===== config.mk =====
export PLATFORM = sky130hd
export DESIGN_NAME = load_store_unit
export DESIGN_NICKNAME = d
export VERILOG_FILES = /design/src/rtl/load_store_unit.sv
export SDC_FILE = /design/constraint.sdc
export NUM_CORES = 1
export LEC_CHECK = 0
export BUFFER_PORTS_ARGS = -buffer_cell sky130_fd_sc_hd__buf_2
export CELL_PAD_IN_SITES_DETAIL_PLACEMENT = 1
export CELL_PAD_IN_SITES_GLOBAL_PLACEMENT = 2
export CORE_UTILIZATION = 30
export CTS_CLUSTER_SIZE = 12
export DETAILED_ROUTE_END_ITERATION = 7
export GPL_TIMING_DRIVEN = 1
export PLACE_DENSITY_LB_ADDON = 0.25
export SETUP_SLACK_MARGIN = 0.5
export SLEW_MARGIN = 25
export SYNTH_ARGS = -nofsm -noshare
export SYNTH_HDL_FRONTEND = slang
export SYNTH_SLANG_ARGS = --single-unit

===== constraint.sdc =====
create_clock -name Clk -period 3.4 [get_ports Clk]
set_input_delay 0.17 -clock Clk [delete_from_list [all_inputs] [get_ports Clk]]
set_output_delay 0.17 -clock Clk [all_outputs]
set_load 0.03 [all_outputs]

===== src/rtl/load_store_unit.sv =====
// Load/store unit: byte/half/word access on a word-only data memory.
// Sub-word stores use read-modify-write; misaligned accesses are rejected.
module load_store_unit #(
  parameter bit MISALIGN_EN = 1'b1
) (
  input  logic        Clk,
  input  logic        Rst,
  input  logic        Req,
  input  logic        Wr,
  input  logic [1:0]  Size,
  input  logic        Sign,
  input  logic [31:0] Addr,
  input  logic [31:0] WData,
  output logic [31:0] RData,
  output logic        Done,
  output logic        Misalign,
  output logic        Busy,
  output logic [31:0] MemAddr,
  output logic [31:0] MemDin,
  output logic        MemWe,
  input  logic [31:0] MemDout
);

  typedef enum logic [1:0] {
    IDLE,
    LOAD,
    MERGE,
    WRITE
  } state_e;

  state_e      state_q, state_d;
  logic [31:0] addr_q, addr_d;
  logic [31:0] wdata_q, wdata_d;
  logic [31:0] merge_q, merge_d;
  logic [31:0] rdata_q, rdata_d;
  logic [1:0]  size_q, size_d;
  logic        sign_q, sign_d;
  logic        done_q, done_d;
  logic        mis_q, mis_d;

  logic        size_rsv;
  logic        mis_raw;
  logic        reject;
  logic [31:0] addr_al;
  logic [4:0]  shift;
  logic [31:0] lane;
  logic [31:0] ld_val;
  logic [31:0] mask;
  logic [31:0] mrg_val;

  assign size_rsv = (Size == 2'b11);
  assign mis_raw  = ((Size == 2'b01) & Addr[0]) |
                    ((Size == 2'b10) & (|Addr[1:0]));
  assign reject   = size_rsv | (MISALIGN_EN & mis_raw);

  always_comb begin
    addr_al = Addr;
    if (Size == 2'b01) addr_al[0] = 1'b0;
    if (Size == 2'b10) addr_al[1:0] = 2'b00;
  end

  // Lane shift is derived from the latched byte address.
  assign shift = {addr_q[1:0], 3'b000};
  assign lane  = MemDout >> shift;

  always_comb begin
    ld_val = MemDout;
    unique case (size_q)
      2'b00:   ld_val = {{24{sign_q & lane[7]}}, lane[7:0]};
      2'b01:   ld_val = {{16{sign_q & lane[15]}}, lane[15:0]};
      default: ld_val = MemDout;
    endcase
  end

  assign mask    = ((size_q == 2'b00) ? 32'h0000_00ff : 32'h0000_ffff)
                   << shift;
  assign mrg_val = (MemDout & ~mask) | ((wdata_q << shift) & mask);

  always_comb begin
    state_d = state_q;
    addr_d  = addr_q;
    wdata_d = wdata_q;
    merge_d = merge_q;
    rdata_d = rdata_q;
    size_d  = size_q;
    sign_d  = sign_q;
    done_d  = 1'b0;
    mis_d   = 1'b0;
    unique case (state_q)
      IDLE: begin
        if (Req) begin
          if (reject) begin
            done_d = 1'b1;
            mis_d  = 1'b1;
          end else begin
            addr_d  = addr_al;
            wdata_d = WData;
            size_d  = Size;
            sign_d  = Sign;
            if (!Wr) begin
              state_d = LOAD;
            end else if (Size == 2'b10) begin
              merge_d = WData;
              state_d = WRITE;
            end else begin
              state_d = MERGE;
            end
          end
        end
      end
      LOAD: begin
        rdata_d = ld_val;
        done_d  = 1'b1;
        state_d = IDLE;
      end
      MERGE: begin
        merge_d = mrg_val;
        state_d = WRITE;
      end
      WRITE: begin
        done_d  = 1'b1;
        state_d = IDLE;
      end
      default: state_d = IDLE;
    endcase
  end

  always_ff @(posedge Clk) begin
    if (Rst) begin
      state_q <= IDLE;
      addr_q  <= '0;
      wdata_q <= '0;
      merge_q <= '0;
      rdata_q <= '0;
      size_q  <= '0;
      sign_q  <= 1'b0;
      done_q  <= 1'b0;
      mis_q   <= 1'b0;
    end else begin
      state_q <= state_d;
      addr_q  <= addr_d;
      wdata_q <= wdata_d;
      merge_q <= merge_d;
      rdata_q <= rdata_d;
      size_q  <= size_d;
      sign_q  <= sign_d;
      done_q  <= done_d;
      mis_q   <= mis_d;
    end
  end

  assign RData    = rdata_q;
  assign Done     = done_q;
  assign Misalign = mis_q;
  assign Busy     = (state_q != IDLE);
  assign MemAddr  = {addr_q[31:2], 2'b00};
  assign MemDin   = merge_q;
  // Gating with Rst keeps a reset edge from committing an aborted store.
  assign MemWe    = (state_q == WRITE) & ~Rst;

endmodule


==> out/qor.csv <==
stage,metric,value,unit
finish,nets,1017,
die,ioPinCount,203,
clock_network,clockBufferDepth,2,
clock_network,root_buffer,clkbuf_16,
clock_network,cts-htree-levels,4,
power,ir_drop,356,uV
grt,grt_first_pass_wirelength,34400,um
grt,grt_pass1_vias,6264,
routing,routedWlPerCell,19.0,um
timing,slew_headroom,40.6,%
logic_synthesis,yosysSeqAreaShare,40.3,%
routing,drt_wl_total,22600,um
grt,grt_use_total,22.5,%
power,power_density,547,nW/um^2
clock_network,cts_inserted_buffers,17,
routing,via_per_inst,5.10,
flow_run,max_cap_violations,0,
outcome,status,"finished, final reports clean",
setup_path,required,3660,ps
timing,drv_slew,0,
place,numPortBuffers,200,
routing,drtIter0Drc,239,
die,start_util,30.5,%
timing,worst_pin_slew,892,ps
grt,antenna_found_initial,0,
clock_network,clk_latency,420,ps
die,die_x,142,um
power,p_leak,3.21,nW
timing,period_share,71.4,%
grt,grt_remaining_overflow,0,
setup_path,critPathArrivalTime,2680,ps
logic_synthesis,synth_cells,741,
logic_synthesis,avgSynthCellArea,7.99,sq um
routing,first_pass_iters,4,
finish,area_growth,32.3,%
logic_synthesis,ys_ff_latch,119,
timing,setup_viol,0,
place,gp_congestion,0.871,
timing,skew,6.99,ps
setup_path,critPathLaunch,addr_q[0],
worst_hold_path,hold_path.class,in -> reg,
timing,period_minus_slack,2430,ps
routing,antenna_left,0,
routing,vias,6077,
clock_network,ctsResizeCount,0,
logic_synthesis,yosys.area.top_type,dfxtp_1,
die,die_height,142,um
logic_synthesis,synth_area,5920,sq um
place,hpwl,16700,um
routing,wl_met3,1480,um
routing,route.met2.wl,10700,um
setup_path,start_kind,flip-flop,
grt,grt_max_degree,65,
logic_synthesis,ys.flop_type,dfxtp_1,
routing,top_layer,met4,
timing,hold_ws,21.6,ps
die,row_count,51,
finish,n_antenna_cell,0,
logic_synthesis,synth_top_area_share,40.3,%
timing,grt_setup_unrepaired,no,
routing,m1WireLength,10100,um
logic_synthesis,ys_async_sr_fraction,0,%
setup_path,end_kind,flip-flop,
clock_network,clock_sinks,119,
finish,drive_gt1_share,28.5,%
setup_path,path_max_fanout,20,
logic_synthesis,synth_cell_types,57,
worst_hold_path,min-delay-start,WData[1],
timing,fin_tns_setup,0,ps
setup_path,reg2reg_from,addr_q[0],
logic_synthesis,synth_common_cells,"nand2_1, dfxtp_1, nor2_1, a21oi_1, buf_4",
timing,max_freq,0.412,GHz
clock_network,tritoncts,done,
logic_synthesis,synth_area_leaders,"dfxtp_1, nand2_1, a21oi_1",
logic_synthesis,synthMostInstantiatedCell,nand2_1,
timing,hold_viol,0,
logic_synthesis,synth_edf_count,0,
die,die-area,20300,sq um
die,core_area,19400,sq um
routing,post-route-drc-count,0,
clock_network,clk_pin_slew_worst_paths,60,ps
logic_synthesis,yosysWarnings,0,
finish,n_fill_cell,2399,
setup_path,path_class,reg -> reg,
## worst paths after layout
kind | to | slack (ps) | cells after the start
worst min-delay path | wdata_q[1] | 20 | 3
worst max-delay path | RData[12] | 970 | 5
worst min register to register | addr_q[6] | 460 | 2
worst max register to register | RData[12] | 970 | 5
## registers in the layout (all words and copies together) (netlist names)
signal and flops:
Misalign 1, wdata_q 16, MemDin 32, RData 32
state_q 2, Done 1, addr_q 32, sign_q 1
size_q 2
## timing repair
action,CTS,global route
hold buffers,37,1
endpoints found under the hold margin,37,1
setup endpoints to repair,0,0
buffers inserted,0,0
## cell type report
type / instances / area [sq um] / area share (%)
clock buffers: 25 / 495 / 6.33
clock inverters: 7 / 164 / 2.09
inverters: 11 / 41.3 / 0.527
multi-input cells: 517 / 2940 / 37.6
flip-flops and latches: 119 / 2380 / 30.5
well taps: 265 / 332 / 4.24
repair buffers: 248 / 1470 / 18.8
## critical path, stage by stage (launching register included)
cell,delay [ps]
dfxtp_1,890
buf_4,290
inv_1,120
mux2i_1,160
a31oi_1,610
a311oi_1,190
## per-layer routing
layer | up-vias | GRT usage [%]
met5 | - | 0
met3 | 28 | 5.42
met4 | 0 | 7.30
met1 | 2900 | 28.2
li1 | 2951 | -
met2 | 198 | 37.8
## report_power, final
| group | leakage [nW] | internal (mW) | total (mW) | switching [mW] |
|---|---|---|---|---|
| Combinational | 1.92 | 0.241 | 0.696 | 0.455 |
| Clock | 0.322 | 1.38 | 2.04 | 0.657 |
| Sequential | 0.970 | 1.48 | 1.55 | 0.0689 |
## logic make-up after synthesis
family          count (synthesis)  synth area share [%]
simple gates                  272                  19.6
other cells                     1                0.0634
xor+xnor                        1                 0.148
mux                            26                  4.50
compound gates                216                  25.3
buf+inv                       106                  10.1
flops                         119                  40.3
## per-stage QoR
step	instance area, sq um	utilization [%]	power (mW)	setup slack [ps]	std cells
global route	7830	40.4	4.45	753	1192
floorplan	5920	-	2.01	1780	742
global placement	6790	35.0	2.22	1000	1122
detailed placement	6790	35.0	2.24	865	1122
CTS	7820	40.3	4.32	830	1191
finish	7830	40.4	4.28	974	1192
## cells in the final DEF (no fill, tap or decap), types with 17 or more instances in the layout
master	instances
buf_2	199
nand2_1	147
dfxtp_1	118
nor2_1	76
a21oi_1	63
dlygate4sd3_1	38
a311oi_1	25
a211oi_1	22
mux2i_1	21
o21ai_0	21
clkbuf_16	17
No activity file was read; power rests on OpenSTA's default activity.
